File: src/rtl/hazard_pkg.sv
// Shared types and helpers for the MIPS pipeline hazard controller.
package hazard_pkg;

  localparam int REG_W = 5;

  // Memory-access sequencer states.
  typedef enum logic [1:0] {
    ST_RUN  = 2'd0,
    ST_WAIT = 2'd1,
    ST_ERR  = 2'd2
  } state_e;

  // Forwarding mux select codes for the Execute-stage ALU operands.
  typedef enum logic [1:0] {
    FWD_RF = 2'b00,
    FWD_W  = 2'b01,
    FWD_M  = 2'b10
  } fwd_e;

  // True when a producer register matches a consumer register. $0 is hard-wired
  // to zero, so it never creates a dependency.
  function automatic logic reg_hit(input logic [REG_W-1:0] prod,
                                   input logic [REG_W-1:0] cons);
    return (prod != '0) && (prod == cons);
  endfunction

endpackage

File: src/rtl/hazard_fwd_unit.sv
// Pure-combinational forwarding comparators for the Decode compare operands
// and the Execute ALU operands.
module hazard_fwd_unit
  import hazard_pkg::*;
(
  input  logic [REG_W-1:0] rs_d_i,
  input  logic [REG_W-1:0] rt_d_i,
  input  logic [REG_W-1:0] rs_e_i,
  input  logic [REG_W-1:0] rt_e_i,
  input  logic [REG_W-1:0] write_reg_m_i,
  input  logic [REG_W-1:0] write_reg_w_i,
  input  logic             reg_write_m_i,
  input  logic             reg_write_w_i,
  output logic             fwd_a_d_o,
  output logic             fwd_b_d_o,
  output logic [1:0]       fwd_a_e_o,
  output logic [1:0]       fwd_b_e_o
);

  // Memory-stage result is younger than Writeback, so it takes priority.
  function automatic fwd_e fwd_sel(input logic [REG_W-1:0] src);
    if (reg_write_m_i && reg_hit(write_reg_m_i, src)) return FWD_M;
    if (reg_write_w_i && reg_hit(write_reg_w_i, src)) return FWD_W;
    return FWD_RF;
  endfunction

  // Operand selects for both stages, recomputed every cycle from stage fields.
  // NOTE: every always_comb output gets a value on every path, otherwise
  // synthesis infers a latch to hold the old value.
  always_comb begin
    fwd_a_e_o = fwd_sel(rs_e_i);
    fwd_b_e_o = fwd_sel(rt_e_i);
    fwd_a_d_o = reg_write_m_i && reg_hit(write_reg_m_i, rs_d_i);
    fwd_b_d_o = reg_write_m_i && reg_hit(write_reg_m_i, rt_d_i);
  end

endmodule

File: src/rtl/hazard_ctrl.sv
// Hazard/stall controller for the 5-stage MIPS pipeline: load-use and branch
// stalls, multi-cycle data-memory sequencing with timeout, forwarding selects
// and a saturating stall-cycle counter.
module hazard_ctrl
  import hazard_pkg::*;
#(
  parameter int MAX_WAIT = 16,
  parameter int PERF_W   = 16
) (
  input  logic              clk,
  input  logic              reset,
  input  logic [REG_W-1:0]  RsD,
  input  logic [REG_W-1:0]  RtD,
  input  logic [REG_W-1:0]  RsE,
  input  logic [REG_W-1:0]  RtE,
  input  logic [REG_W-1:0]  WriteRegE,
  input  logic [REG_W-1:0]  WriteRegM,
  input  logic [REG_W-1:0]  WriteRegW,
  input  logic              RegWriteE,
  input  logic              RegWriteM,
  input  logic              RegWriteW,
  input  logic              MemtoRegE,
  input  logic              MemtoRegM,
  input  logic              BranchD,
  input  logic              MemReqM,
  input  logic              MemReadyM,
  output logic              StallF,
  output logic              StallD,
  output logic              FlushE,
  output logic              StallE,
  output logic              StallM,
  output logic              FlushW,
  output logic              ForwardAD,
  output logic              ForwardBD,
  output logic [1:0]        ForwardAE,
  output logic [1:0]        ForwardBE,
  output logic              MemTimeout,
  output logic [PERF_W-1:0] StallCycles
);

  localparam int WAIT_W = (MAX_WAIT > 1) ? $clog2(MAX_WAIT) : 1;
  localparam logic [WAIT_W-1:0] WAIT_LAST = WAIT_W'(MAX_WAIT - 1);

  state_e            state_q;
  logic [WAIT_W-1:0] wait_cnt_q;
  logic [PERF_W-1:0] stall_cnt_q, stall_cnt_d;

  logic lwstall, brstall, memstall, err;
  logic stall_fd, stall_em, flush_e, flush_w;

  hazard_fwd_unit u_fwd (
    .rs_d_i        (RsD),
    .rt_d_i        (RtD),
    .rs_e_i        (RsE),
    .rt_e_i        (RtE),
    .write_reg_m_i (WriteRegM),
    .write_reg_w_i (WriteRegW),
    .reg_write_m_i (RegWriteM),
    .reg_write_w_i (RegWriteW),
    .fwd_a_d_o     (ForwardAD),
    .fwd_b_d_o     (ForwardBD),
    .fwd_a_e_o     (ForwardAE),
    .fwd_b_e_o     (ForwardBE)
  );

  // Hazard detection and stall/flush combination; reset forces all controls
  // low so the pipeline registers clear instead of holding.
  always_comb begin
    lwstall  = MemtoRegE && (reg_hit(RtE, RsD) || reg_hit(RtE, RtD));
    brstall  = BranchD &&
               ((RegWriteE && (reg_hit(WriteRegE, RsD) || reg_hit(WriteRegE, RtD))) ||
                (MemtoRegM && (reg_hit(WriteRegM, RsD) || reg_hit(WriteRegM, RtD))));
    memstall = MemReqM && !MemReadyM;
    err      = (state_q == ST_ERR);

    stall_fd = !reset && (lwstall || brstall || memstall || err);
    stall_em = !reset && (memstall || err);
    // A held Execute stage must keep its instruction, so never bubble it.
    flush_e  = !reset && (lwstall || brstall) && !memstall && !err;
    // While M is held, W must not re-commit the same instruction every cycle.
    flush_w  = stall_em;
  end

  assign StallF     = stall_fd;
  assign StallD     = stall_fd;
  assign StallE     = stall_em;
  assign StallM     = stall_em;
  assign FlushE     = flush_e;
  assign FlushW     = flush_w;
  assign MemTimeout = err;

  // Memory-access sequencer: counts not-ready cycles and latches a timeout.
  // NOTE: state registers use non-blocking assignments so every flop samples
  // values from before the clock edge, independent of statement order.
  always_ff @(posedge clk) begin
    if (reset) begin
      state_q    <= ST_RUN;
      wait_cnt_q <= '0;
    end else begin
      unique case (state_q)
        ST_RUN: begin
          wait_cnt_q <= '0;
          if (memstall) state_q <= ST_WAIT;
        end
        ST_WAIT: begin
          if (MemReadyM) begin
            state_q    <= ST_RUN;
            wait_cnt_q <= '0;
          end else if (wait_cnt_q == WAIT_LAST) begin
            state_q    <= ST_ERR;
            wait_cnt_q <= '0;
          end else begin
            wait_cnt_q <= wait_cnt_q + WAIT_W'(1);
          end
        end
        ST_ERR: begin
          wait_cnt_q <= '0;
        end
        default: begin
          state_q    <= ST_RUN;
          wait_cnt_q <= '0;
        end
      endcase
    end
  end

  // Next value of the stall-cycle counter, sticking at all-ones.
  always_comb begin
    stall_cnt_d = stall_cnt_q;
    if (stall_fd && (stall_cnt_q != '1)) stall_cnt_d = stall_cnt_q + PERF_W'(1);
  end

  // Stall-cycle counter register.
  always_ff @(posedge clk) begin
    if (reset) stall_cnt_q <= '0;
    else       stall_cnt_q <= stall_cnt_d;
  end

  assign StallCycles = stall_cnt_q;

endmodule

File: config.mk
export PLATFORM = sky130hd
export DESIGN_NAME = hazard_ctrl
export DESIGN_NICKNAME = d
export VERILOG_FILES = /design/src/rtl/hazard_pkg.sv /design/src/rtl/hazard_fwd_unit.sv /design/src/rtl/hazard_ctrl.sv
export SDC_FILE = /design/constraint.sdc
export NUM_CORES = 1
export LEC_CHECK = 0
export ABC_CLOCK_PERIOD_IN_PS = 4100
export CAP_MARGIN = 0
export CORE_ASPECT_RATIO = 1.1
export CORE_MARGIN = 10
export CORE_UTILIZATION = 40
export CTS_BUF_LIST = sky130_fd_sc_hd__clkbuf_16
export CTS_CLUSTER_DIAMETER = 80
export DETAILED_ROUTE_END_ITERATION = 8
export PLACE_DENSITY = 0.75
export SLEW_MARGIN = 15
export SYNTH_ARGS = -nofsm -noshare
export SYNTH_HDL_FRONTEND = slang
export SYNTH_SLANG_ARGS = --single-unit
File: constraint.sdc
create_clock -name clk -period 4.1 [get_ports clk]
set_clock_uncertainty 0.05 [all_clocks]
set_input_delay 1.025 -clock clk [delete_from_list [all_inputs] [get_ports clk]]
set_output_delay 1.025 -clock clk [all_outputs]
set_load 0.005 [all_outputs]
# Word-level counts from Yosys, hierarchy flattened
# Cells that the tools add are included.
# op_classes
bitwise_logic,2
n_eq_ne,16
mux,18
n_addsub,2
reduce_logical,46
# ops
op,n
$eq A5 B5 Y1,10
$logic_and A1 B1 Y1,27
$mux W2,11
$reduce_bool A5 Y1,4
$add A16 B1 Y16 const B,1
$ne A16 B16 Y1 const B,1
$logic_or A1 B1 Y1,8
$mux W1,6
$pmux W2 S3,1
$add A4 B1 Y4 const B,1
$eq A4 B4 Y1 const B,1
$logic_not A1 Y1,4
$reduce_or A4 Y1,1
$ne A3 B3 Y1 const B,1
$reduce_and A3 Y1,1
$eq A2 B1 Y1 const B,1
$eq A2 B2 Y1 const B,1
$logic_not A2 Y1,1
$ne A2 B2 Y1 const B,1
$not A1 Y1,2
# totals
word_cells,87
output_inout_bits,29
reg_bits,22

# Depth between registers and ports, before layout
# Gate-level depths: netlist of run 1.
# depth
word_depth,11
ltp_mapped,9
ltp_nobuf,7

# Hierarchy
# Synthesis of run 1 repeated with hierarchy kept, for this count alone.
# hier_totals
cells_unflattened,239
hier_area_um2,1990.7
# by_module_without_submodules
mod,cells_per_inst,seq_area_each_um2,instances,area_per_inst_um2
hazard_ctrl,186,440.4,1,1581.5
hazard_fwd_unit,53,0.0,1,409.1

# Worst setup path after synthesis of run 1
# No wires, ideal clock.
# synth_timing
path_kind,input -> output
from,in RtE[2]
to,out StallF
cell_stages,8
t_required_ns,3.025
path_buffers,3
setup_slack_ns,0.478
arrival_ns,2.547
cell_sequence,buf_2 > or4_1 > o21ai_1 > a21oi_2 > nor3b_4 > buf_4 > nor2_1 > buf_4
# synth_via
elab_chain_len,8
word_cells_on_any_way,11
cone_classes,2 x eq/ne; 9 x reduce/logical
# synth_rtl
element,line,text
start: declaration,hazard_ctrl.sv:15,"input logic [REG_W-1:0] RtE,"
$eq A5 B5 Y1 or $reduce_bool A5 Y1 (tied branches),hazard_pkg.sv:24,return (prod != '0) && (prod == cons);
$logic_and A1 B1 Y1,hazard_pkg.sv:24,
$logic_or A1 B1 Y1 (*),hazard_ctrl.sv:69,"lwstall = MemtoRegE && (reg_hit(RtE, RsD) || reg_hit(RtE, RtD));"
$logic_and A1 B1 Y1 (*),hazard_ctrl.sv:69,
$logic_or A1 B1 Y1 (*) (3 in a row),hazard_ctrl.sv:76,stall_fd = !reset && (lwstall || brstall || memstall || err);
$logic_and A1 B1 Y1 (*),hazard_ctrl.sv:76,
end: declaration,hazard_ctrl.sv:27,"output logic StallF,"
# Mark *: on every way between the ends. The rest lies on a longest branch, timed or not.

# Worst setup path in the final report of run 1
# layout_timing
from,in WriteRegM[1]
to,out ForwardAE[1]
# layout_via
elab_chain_len,5
word_cells_on_any_way,6
cone_classes,1 x eq/ne; 2 x mux; 3 x reduce/logical
# layout_rtl
element,line,text
start: declaration,hazard_ctrl.sv:17,"input logic [REG_W-1:0] WriteRegM,"
$eq A5 B5 Y1 or $reduce_bool A5 Y1 (tied branches),hazard_pkg.sv:24,
$logic_and A1 B1 Y1 (*),hazard_pkg.sv:24,
$logic_and A1 B1 Y1 (*),hazard_fwd_unit.sv:22,"if (reg_write_m_i && reg_hit(write_reg_m_i, src)) return FWD_M;"
$mux W1 (*),hazard_fwd_unit.sv:22,
$mux W2 (*),hazard_fwd_unit.sv:23,"if (reg_write_w_i && reg_hit(write_reg_w_i, src)) return FWD_W;"
end: declaration,hazard_ctrl.sv:35,"output logic [1:0] ForwardAE,"
# Marked as above.

==> results of run 1 <==
state kept, by name (all words and copies together) (netlist names):
register and count:
state_q 2, StallCycles 16, wait_cnt_q 4
repair_timing:
action                                  in CTS  in global routing
buffers inserted                             1                  0
endpoints found under the setup margin       5                  4
gates resized for setup                      9                 13
gates cloned                                 0                  0
pin swaps                                    2                  3
endpoints found under the hold margin        0                  0
stage by stage:
step / cell area [µm²] / util / TNS, ns / power, W
after floorplan: 1844 / - / 0 / 0.0003142
after global placement: 2724 / 0.6220 / -0.1168 / 0.0004051
after detailed placement: 2724 / 0.6220 / -0.2959 / 0.0004077
after global routing: 2895 / 0.6611 / 0 / 0.0007082
final: 2895 / 0.6611 / 0 / 0.0006816
after CTS: 2840 / 0.6486 / -0.008843 / 0.0006805
placed cells by master, fill, tap and decap left out, drive strengths merged, types with 2 or more instances in the layout:
master         Yosys  routed
clkdlybuf4s50      0      62
xor2              27      27
buf               12      26
xnor2             25      25
dfxtp             22      22
nand3             21      21
nand2             14      14
nor2              13      13
o31ai              9       9
a21oi              9       9
nor3               8       8
o311ai             7       7
and3               7       7
inv                6       6
dlygate4sd2        0       6
or4                6       6
nand2b             4       4
or2                4       4
dlymetal6s2s       0       4
o21ai              4       4
nor4               4       4
nand4              3       3
clkbuf             6       3
nor2b              2       2
o211ai             2       2
ha                 2       2
nor3b              2       2
worst min-delay path by stage:
stage | slack, ns | end
CTS | 0.45 | wait_cnt_q[0]
global placement | 0.38 | wait_cnt_q[0]
detailed placement | 0.44 | StallCycles[4]
finish | 0.44 | wait_cnt_q[0]
floorplan | 0.37 | wait_cnt_q[0]
global route | 0.47 | wait_cnt_q[0]
per-layer routing:
layer  global-route usage  vias to the layer above  wire length, µm
li1                     -                      983                -
met1               0.1549                      917             2397
met2               0.2525                       63             2802
met3              0.04558                        5              401
met4              0.03571                        0               55
met5                    0                        -                0
cell families (layout without fill, tap and decap cells):
kind of cell,Yosys count,count (layout),share of synthesized area
AO/OA/AOI/OAI,36,36,0.1411
flip-flops,22,22,0.2388
adder cells (fa/ha/maj),2,2,0.01357
XOR/XNOR,52,52,0.2469
buffers and inverters,24,109,0.06988
multiplexers,2,2,0.01153
AND/OR/NAND/NOR,91,91,0.2782
cell usage after synthesis (3+ instances only):
library cell	instances	share of area
buf_2	4	0.011
xnor2_1	25	0.12
a21oi_1	8	0.022
inv_1	6	0.012
o31ai_1	9	0.037
or4_1	6	0.024
xor2_1	27	0.13
clkbuf_1	6	0.012
nand2_1	13	0.026
nand3_1	21	0.057
nor3_1	8	0.022
nand2b_1	4	0.014
nand4_1	3	0.010
o21ai_0	3	0.0081
and3_1	5	0.017
nor2_1	12	0.024
nor4_1	4	0.014
dfxtp_1	22	0.24
buf_4	5	0.020
o311ai_0	7	0.033
or2_2	4	0.014
layout make-up:
type | count | share of cell area
inverter | 6 | 0.007779
multi-input combinational | 183 | 0.4598
clock inverter | 1 | 0.01037
clock buffer | 3 | 0.02593
timing repair buffer | 99 | 0.3207
sequential | 22 | 0.1521
tap | 54 | 0.02334
power by group through the flow:
stage	Sequential [W]	Combinational (W)	Clock, W
floorplan	0.000225	0.0000888	0
finish	0.000221	0.000187	0.000273
global placement	0.000226	0.000179	0
global route	0.000222	0.000203	0.000283
CTS	0.000221	0.000182	0.000277
detailed placement	0.000226	0.000182	0
==> results.yml, run 1 <==
routing:
  vias_per_cell: 5.348
  drt_iter0_drc: 76
  drt_wl_total_um: 5656
  ant_nets: 0
  dr_total_vias: 1968
  wl_per_cell_um: 15.37
  drt_first_pass_iters: 4
  drc: 0
timing:
  setup_viol: 0
  period_needed_ns: 3.971
  slew_headroom: 0.7741
  final_max_slew_viol_count: 0
  worst_pin_slew_ns: 0.3346
  setup_ws_ns: 0.1289
  holdWs_ns: 0.4355
  finalHoldViolCount: 0
  max_freq_mhz: 251.8
  rsz0062_at_grt: "false"
  period_share: 0.9686
grt:
  grt_max_degree: 18
  grt_pass1_vias: 2066
  track_usage: 0.1409
  grt_antenna_before_repair: 0
  overflow: 0
  grt_pass1_wl_um: 9528
yosys:
  async_flop_share: 0
  synth_cell_types: 43
  syn_area_per_cell_um2: 8.054
  synth-seq-cells: 22
  yosysWarnings: 0
  mappedNetlistArea_um2: 1844
  synthCells: 229
  synth-seq-area-share: 0.2388
  synth_top_flop_cell: "dfxtp_1"
  synth_fp_nets: 276
  synth_edf_count: 0
setup_path:
  slowest_stage: "clkdlybuf4s50_1"
  crit_chain: "clkdlybuf4s50_1, buf_4, nor3_1, nand2_1, nand2_2, nor4_4, clkdlybuf4s50_1"
  startpoint: "WriteRegM[1]"
  cp.required_ns: 3.02
  r2r_cells: 7
  cp_max_fo: 4
  arrival_ns: 2.90
  crit_path_end: "ForwardAE[1]"
  r2r_start: "StallCycles[9]"
  startpoint_type: "primary input"
  cpPeakStageDelay_ns: 0.56
  path_buf_inv: 3
  critical-path-top-delay-family: "buffers and inverters"
  regToRegSetupSlack_ns: 1.98
  cpMostUsedCell: "clkdlybuf4s50_1"
  end_kind: "output pin"
  regToRegEndpoint: "StallCycles[7]"
  crit_cells: 7
  worstSetupPathType: "in -> out"
cts:
  insertion_delay_ns: 0.26
  cts.path.max_buffers: 2
  cts-root-buf: "clkbuf_16"
  ctsHoldBuffers: 0
  cts_buffers: 3
  clkTransAtPathRegs_ns: 0.06
  cts_htree_levels: 1
  clock_sinks: 22
  cts_tree: "built"
final_layout:
  nets: 362
  fillers: 363
  antennaDiodeCount: 0
  drive_gt1_frac: 0.1529
  area.growth.synth_to_final_pct: 56.99
  multi_input_area_um2: 1331
  seqCellArea_um2: 440.4
  instances_no_fill: 368
floorplan:
  core_um2: 4379
  die_h_um: 91.22
  rows: 25
  start_util: 0.4211
  die_w_um: 84.74
  io_pins: 74
  die_area_um2: 7730
power_and_ir_drop:
  power.switching_w: 0.0001673
  pwr-share-seq: 0.325
  power_leakage_nw: 1.144
  power_frac_comb: 0.274
  ir_drop_mv: 0.1452
  cell_internal_pwr_w: 0.0005144
  pwr-share-clk: 0.401
  switching_share: 0.2454
  power_density_nw_per_um2: 235.4
placement:
  place_congestion: 0.8466
  place_hpwl_um: 4741
  dp_slack_ns: -0.08636
  placed_cells: 363
  port_buffers: 73
min_path:
  hold_path.startpoint: "wait_cnt_q[0]"
  worstHoldPathCells: 1
  hp-class: "reg -> reg"
run:
  cap_violations: 0
run_status:
  status: "complete, no violations"
No activity file was read; power rests on OpenSTA's default activity.
==> run 2, diff against run 1 <==
ABC_AREA = 1   (was not set)
PLACE_DENSITY = 0.73   (was 0.75)
==> results.yml, run 2 <==
yosys:
  synth.top_cells.by_count: "70 x nand2_1, 39 x nor2_1, 34 x inv_1, 34 x nand3_1, 27 x xor2_1"
  synth_top_flop_cell: "dfxtp_1"
  yosysMostFrequentCell: "nand2_1"
  syn_area_per_cell_um2: 6.334
  mappedNetlistArea_um2: 2021
  synth_top_area_share: 0.2180
  synth_xor_area_frac: 0.1994
  yosys-top-cells-area: "dfxtp_1 22%, nand2_1 13%, xor2_1 12%"
  synth_mux_area_frac: 0
  synth_compound_area_frac: 0.09659
  synth-seq-cells: 22
  synth_edf_count: 0
  synth-adder-area-share: 0.01238
  synth-simple-area-share: 0.3554
  synth-seq-area-share: 0.2180
  synth_cell_types: 30
  synth_fp_nets: 366
  synth_top_family_by_area: "simple AND/OR/NAND/NOR gates"
  yosysWarnings: 0
  async_flop_share: 0
  synthCells: 319
  yosys.area.top_type: "dfxtp_1"
timing:
  finalHoldViolCount: 0
  slew_headroom: 0.6814
  holdWs_ns: 0.3967
  setup_tns_ns: 0
  final_max_slew_viol_count: 0
  worst_pin_slew_ns: 0.4713
  period_needed_ns: 4.011
  period_share: 0.9784
  max_freq_mhz: 249.3
  setup_viol: 0
  setup_ws_ns: 0.08863
final_layout:
  final_cell_mix: "70 x nand2_1, 51 x clkdlybuf4s50_1, 39 x nor2_1"
  largest_register_ff_count: 16
  final_common_cell: "nand2_1"
  fillers: 457
  instances_no_fill: 465
  drive_gt1_frac: 0.1007
  antennaDiodeCount: 0
  fin_util: 0.6138
  nets: 455
  area.growth.synth_to_final_pct: 50.84
  seqCellArea_um2: 440.4
  multi_input_area_um2: 1348
grt:
  track_usage: 0.1529
  grt_pass1_wl_um: 10450
  grt_max_degree: 17
  grt_pass1_vias: 2323
  overflow: 0
  grt_antenna_before_repair: 0
setup_path:
  worstSetupPathType: "in -> out"
  cp.required_ns: 3.02
  regToRegEndpoint: "StallCycles[12]"
  r2r_start: "StallCycles[0]"
  end_kind: "output pin"
  r2r_cells: 7
  arrival_ns: 2.94
  startpoint_type: "primary input"
  regToRegSetupSlack_ns: 2.11
  cp_max_fo: 4
routing:
  drt_wl_total_um: 6485
  dr_total_vias: 2360
  drc: 0
  vias_per_cell: 5.075
  drt_iter0_drc: 83
  wl_per_cell_um: 13.95
  ant_nets: 0
  drt_first_pass_iters: 4
min_path:
  holdPathEnd: "wait_cnt_q[0]"
  hp-class: "reg -> reg"
  worstHoldPathCells: 1
  hold_path.startpoint: "wait_cnt_q[0]"
cts:
  cts_tree: "built"
  clkTransAtPathRegs_ns: 0.06
  cts.path.max_buffers: 2
  cts_htree_levels: 1
  cts-root-buf: "clkbuf_16"
  insertion_delay_ns: 0.26
  cts_buffers: 3
  clock_sinks: 22
floorplan:
  rows: 27
  start_util: 0.4069
  die_area_um2: 8298
  die_h_um: 94.55
  die_w_um: 87.77
  io_pins: 74
  core_um2: 4966
placement:
  port_buffers: 73
  placed_cells: 458
  place_hpwl_um: 5385
  place_congestion: 0.8761
  dp_slack_ns: -0.09628
power_and_ir_drop:
  power_leakage_nw: 1.390
  power_density_nw_per_um2: 221.5
  ir_drop_mv: 0.1548
run_status:
  status: "complete, no violations"
run:
  cap_violations: 0
==> run 2: cell types whose count changed after synthesis, moves of 9 or more <==
cell and delta:
inv_1 +28, nor2_1 +27, nand2_1 +57, o31ai_1 -9, a21oi_1 +9, nand3_1 +13
==> run 2: timing repair <==
item | 4_1_cts | 5_1_grt
pin swaps | 1 | 1
hold buffers | 0 | 0
endpoints found under the hold margin | 0 | 0
gates resized for setup | 13 | 12
endpoints found under the setup margin | 5 | 5
buffers inserted | 1 | 2
==> run 2: how the worst max path moves through the flow <==
| stage | from | end | depth (start not counted) |
|---|---|---|---|
| 3_3_place_gp | WriteRegM[2] | StallF | 13 |
| 6_report | RtE[1] | ForwardBE[0] | 8 |
| 5_1_grt | RsD[4] | StallD | 12 |
| 3_5_place_dp | WriteRegM[2] | StallF | 13 |
| 4_1_cts | RtD[3] | StallF | 14 |
| 2_1_floorplan | WriteRegM[4] | StallF | 15 |
==> run 2: cell families (layout without fill, tap and decap cells) <==
family                     after synthesis  count (layout)
AOI/OAI and AO/OA                       32              32
xor gates and xnor gates                46              46
adders and majority gates                2               2
buffers and inverters                   52             140
DFF                                     22              22
and+or+nand+nor                        165             165
==> run 2: report_power, final <==
| part | internal (W) | total (W) | switching, W |
|---|---|---|---|
| logic | 0.0000932 | 0.000178 | 0.0000850 |
| clock network | 0.000194 | 0.000276 | 0.0000820 |
| registers | 0.000218 | 0.000221 | 0.00000324 |
| total | 0.000505 | 0.000675 | 0.000170 |
==> run 2: area by class of cell <==
class,count,area share
Clock buffer,3,0.02463
Clock inverter,1,0.009852
Inverter,37,0.04557
Multi-Input combinational cell,245,0.4421
Sequential cell,22,0.1445
Tap cell,58,0.02381
Timing Repair Buffer,99,0.3095
==> run 2: routing by layer <==
| layer | vias up | global-route usage | part of all wire |
|---|---|---|---|
| met1 | 1069 | 0.1568 | 0.39 |
| met4 | 0 | 0.05851 | 0.022 |
| li1 | 1198 | - | - |
| met3 | 13 | 0.03962 | 0.072 |
| met2 | 80 | 0.2864 | 0.52 |
| met5 | - | 0 | 0 |
==> run 2: per-stage QoR <==
stage                      power, W  cell area [µm²]
final                     0.0006750             3048
after global routing      0.0007027             3048
after CTS                 0.0006783             3003
after detailed placement  0.0004049             2897
after global placement    0.0004023             2897
after floorplan           0.0003144             2021
==> run 2: worst max-delay path, stage by stage <==
cell	delay (ns)
clkdlybuf4s50_1	0.55
inv_1	0.07
buf_4	0.14
nand2_1	0.04
nor3b_1	0.19
o2111ai_1	0.14
nor3_1	0.22
clkdlybuf4s50_1	0.56
==> run 3, diff against run 2 <==
GPL_TIMING_DRIVEN = 0   (was not set)
PLACE_DENSITY = 0.7   (was 0.73)
SKIP_LAST_GASP = 1   (was not set)
==> results.yml, run 3 (same netlist as run 2, synthesis figures left out) <==
run_status:
  status: "complete, no violations"
floorplan:
  io_pins: 74
  start_util: 0.4069
  core_um2: 4966
  die_h_um: 94.55
  die_w_um: 87.77
  die_area_um2: 8298
  rows: 27
power_and_ir_drop:
  fin_total_pwr_w: 0.0005949
  pwr-share-seq: 0.371
  power.switching_w: 0.0001599
  ir_drop_mv: 0.1443
  power_frac_comb: 0.289
  switching_share: 0.2687
  cell_internal_pwr_w: 0.0004351
  pwr-share-clk: 0.340
  power_density_nw_per_um2: 207.5
  power_leakage_nw: 1.209
placement:
  dpl_cell_area_um2: 2754
  port_buffers: 66
  place_hpwl_um: 4909
  place_congestion: 0.8843
timing:
  period_share: 0.9616
  worst_pin_slew_ns: 0.5437
  setup_viol: 0
  slew_headroom: 0.6366
  rsz0062_at_grt: "false"
  final_max_slew_viol_count: 0
  finalHoldViolCount: 0
  max_freq_mhz: 253.6
  period_needed_ns: 3.943
setup_path:
  arrival_ns: 2.87
  worstSetupPathType: "in -> out"
  startpoint_type: "primary input"
  r2r_start: "StallCycles[0]"
  r2r_cells: 7
  end_kind: "output pin"
  cp_max_fo: 10
  cp.required_ns: 3.02
  regToRegEndpoint: "StallCycles[5]"
  regToRegSetupSlack_ns: 1.92
final_layout:
  final_cell_mix: "70 x nand2_1, 47 x clkdlybuf4s50_1, 38 x nor2_1"
  seqCellArea_um2: 440.4
  antennaDiodeCount: 0
  final_common_cell: "nand2_1"
  final_area_um2: 2867
  largest_register_ff_count: 16
  area.growth.synth_to_final_pct: 41.86
  drive_gt1_frac: 0.08440
  multi_input_area_um2: 1356
  fillers: 482
  nets: 440
cts:
  ctsHoldBuffers: 0
  cts_tree: "built"
  cts_buffers: 3
  cts_htree_levels: 1
  clkTransAtPathRegs_ns: 0.06
  cts-root-buf: "clkbuf_16"
  insertion_delay_ns: 0.25
  cts.path.max_buffers: 2
  clock_sinks: 22
grt:
  track_usage: 0.1454
  met2_usage: 0.2585
  grt_max_degree: 12
  grt_pass1_wl_um: 10030
  overflow: 0
  use_met3: 0.05082
  busiest_layer: "met2"
  grt_use_met1: 0.1638
  grt_antenna_before_repair: 0
  grt_pass1_vias: 2201
routing:
  drc: 0
  dr_total_vias: 2233
  drt_wl_total_um: 5993
  ant_nets: 0
  drt_iter0_drc: 144
  wl_per_cell_um: 13.35
  vias_per_cell: 4.973
  drt_first_pass_iters: 4
run:
  cap_violations: 0
min_path:
  hp-class: "reg -> reg"
  hold_path.startpoint: "wait_cnt_q[0]"
  worstHoldPathCells: 1
  holdPathEnd: "wait_cnt_q[0]"
## run 3: cell types whose count changed in the layout (fill, tap and decap cells not counted), sizes merged
cell,change
clkbuf,+11
bufinv,-1
bufbuf,+1
dlymetal6s2s,-10
clkdlybuf4s15,+4
clkdlybuf4s50,-4
buf,-15
dlygate4sd2,-2
## run 3: final cells by class
type	count	share of cell area
Timing Repair Buffer	70	0.2392
Tap cell	58	0.02532
Sequential cell	22	0.1536
Buffer	14	0.03405
Inverter	37	0.04845
Multi-Input combinational cell	245	0.4732
Clock buffer	3	0.02619
## run 3: critical path, stage by stage
cell             delay, ns
dlygate4sd2_1         0.32
inv_1                 0.13
nor2_1                0.06
nor3_2                0.17
nand3_1               0.09
nand2_1               0.07
nand3_1               0.07
nand2_1               0.07
nand2_1               0.07
nand2_2               0.10
buf_12                0.13
buf_4                 0.10
clkdlybuf4s50_1       0.48
## run 3: worst max path at each step
| stage | from | to | cells after the start | slack (ns) |
|---|---|---|---|---|
| detailed placement | WriteRegM[1] | StallF | 17 | -0.39 |
| floorplan | WriteRegM[4] | StallF | 15 | 0.65 |
| finish | RtE[0] | StallF | 13 | 0.16 |
| CTS | WriteRegE[3] | StallF | 14 | 0.009 |
| global route | RtD[1] | StallF | 15 | 0.01 |
| global placement | WriteRegM[1] | StallF | 17 | -0.38 |
## run 3: metal layers
metal,share of wire,vias to the layer above,wire [µm]
met2,0.50,59,2990
li1,-,1172,-
met4,0.0085,0,51
met1,0.40,996,2420
met3,0.089,6,531
met5,0,-,0
## run 3: power groups by stage
stage	Clock [W]	Sequential, W	Combinational [W]
final	0.000202	0.000221	0.000172
after global routing	0.000211	0.000222	0.000192
after floorplan	0	0.000225	0.0000895
after detailed placement	0	0.000226	0.000168
after CTS	0.000206	0.000221	0.000169
after global placement	0	0.000225	0.000166
## run 3: repair_timing
action	4_1_cts	5_1_grt
resized for setup	19	21
setup endpoints to repair	7	6
buffers inserted	1	2
cloned	1	0
pin swaps	1	1
## run 3: stage by stage
stage	hold WS (ns)	utilization	setup TNS (ns)	std cells	setup WS [ns]
final	0.4079	0.5772	0	449	0.1573
after floorplan	0.3675	-	0	319	0.6536
after global placement	0.3799	0.5545	-1.192	443	-0.3805
after detailed placement	0.3978	0.5545	-1.102	443	-0.3875
after CTS	0.4111	0.5729	0	447	0.009387
after global routing	0.4255	0.5772	0	449	0.01214
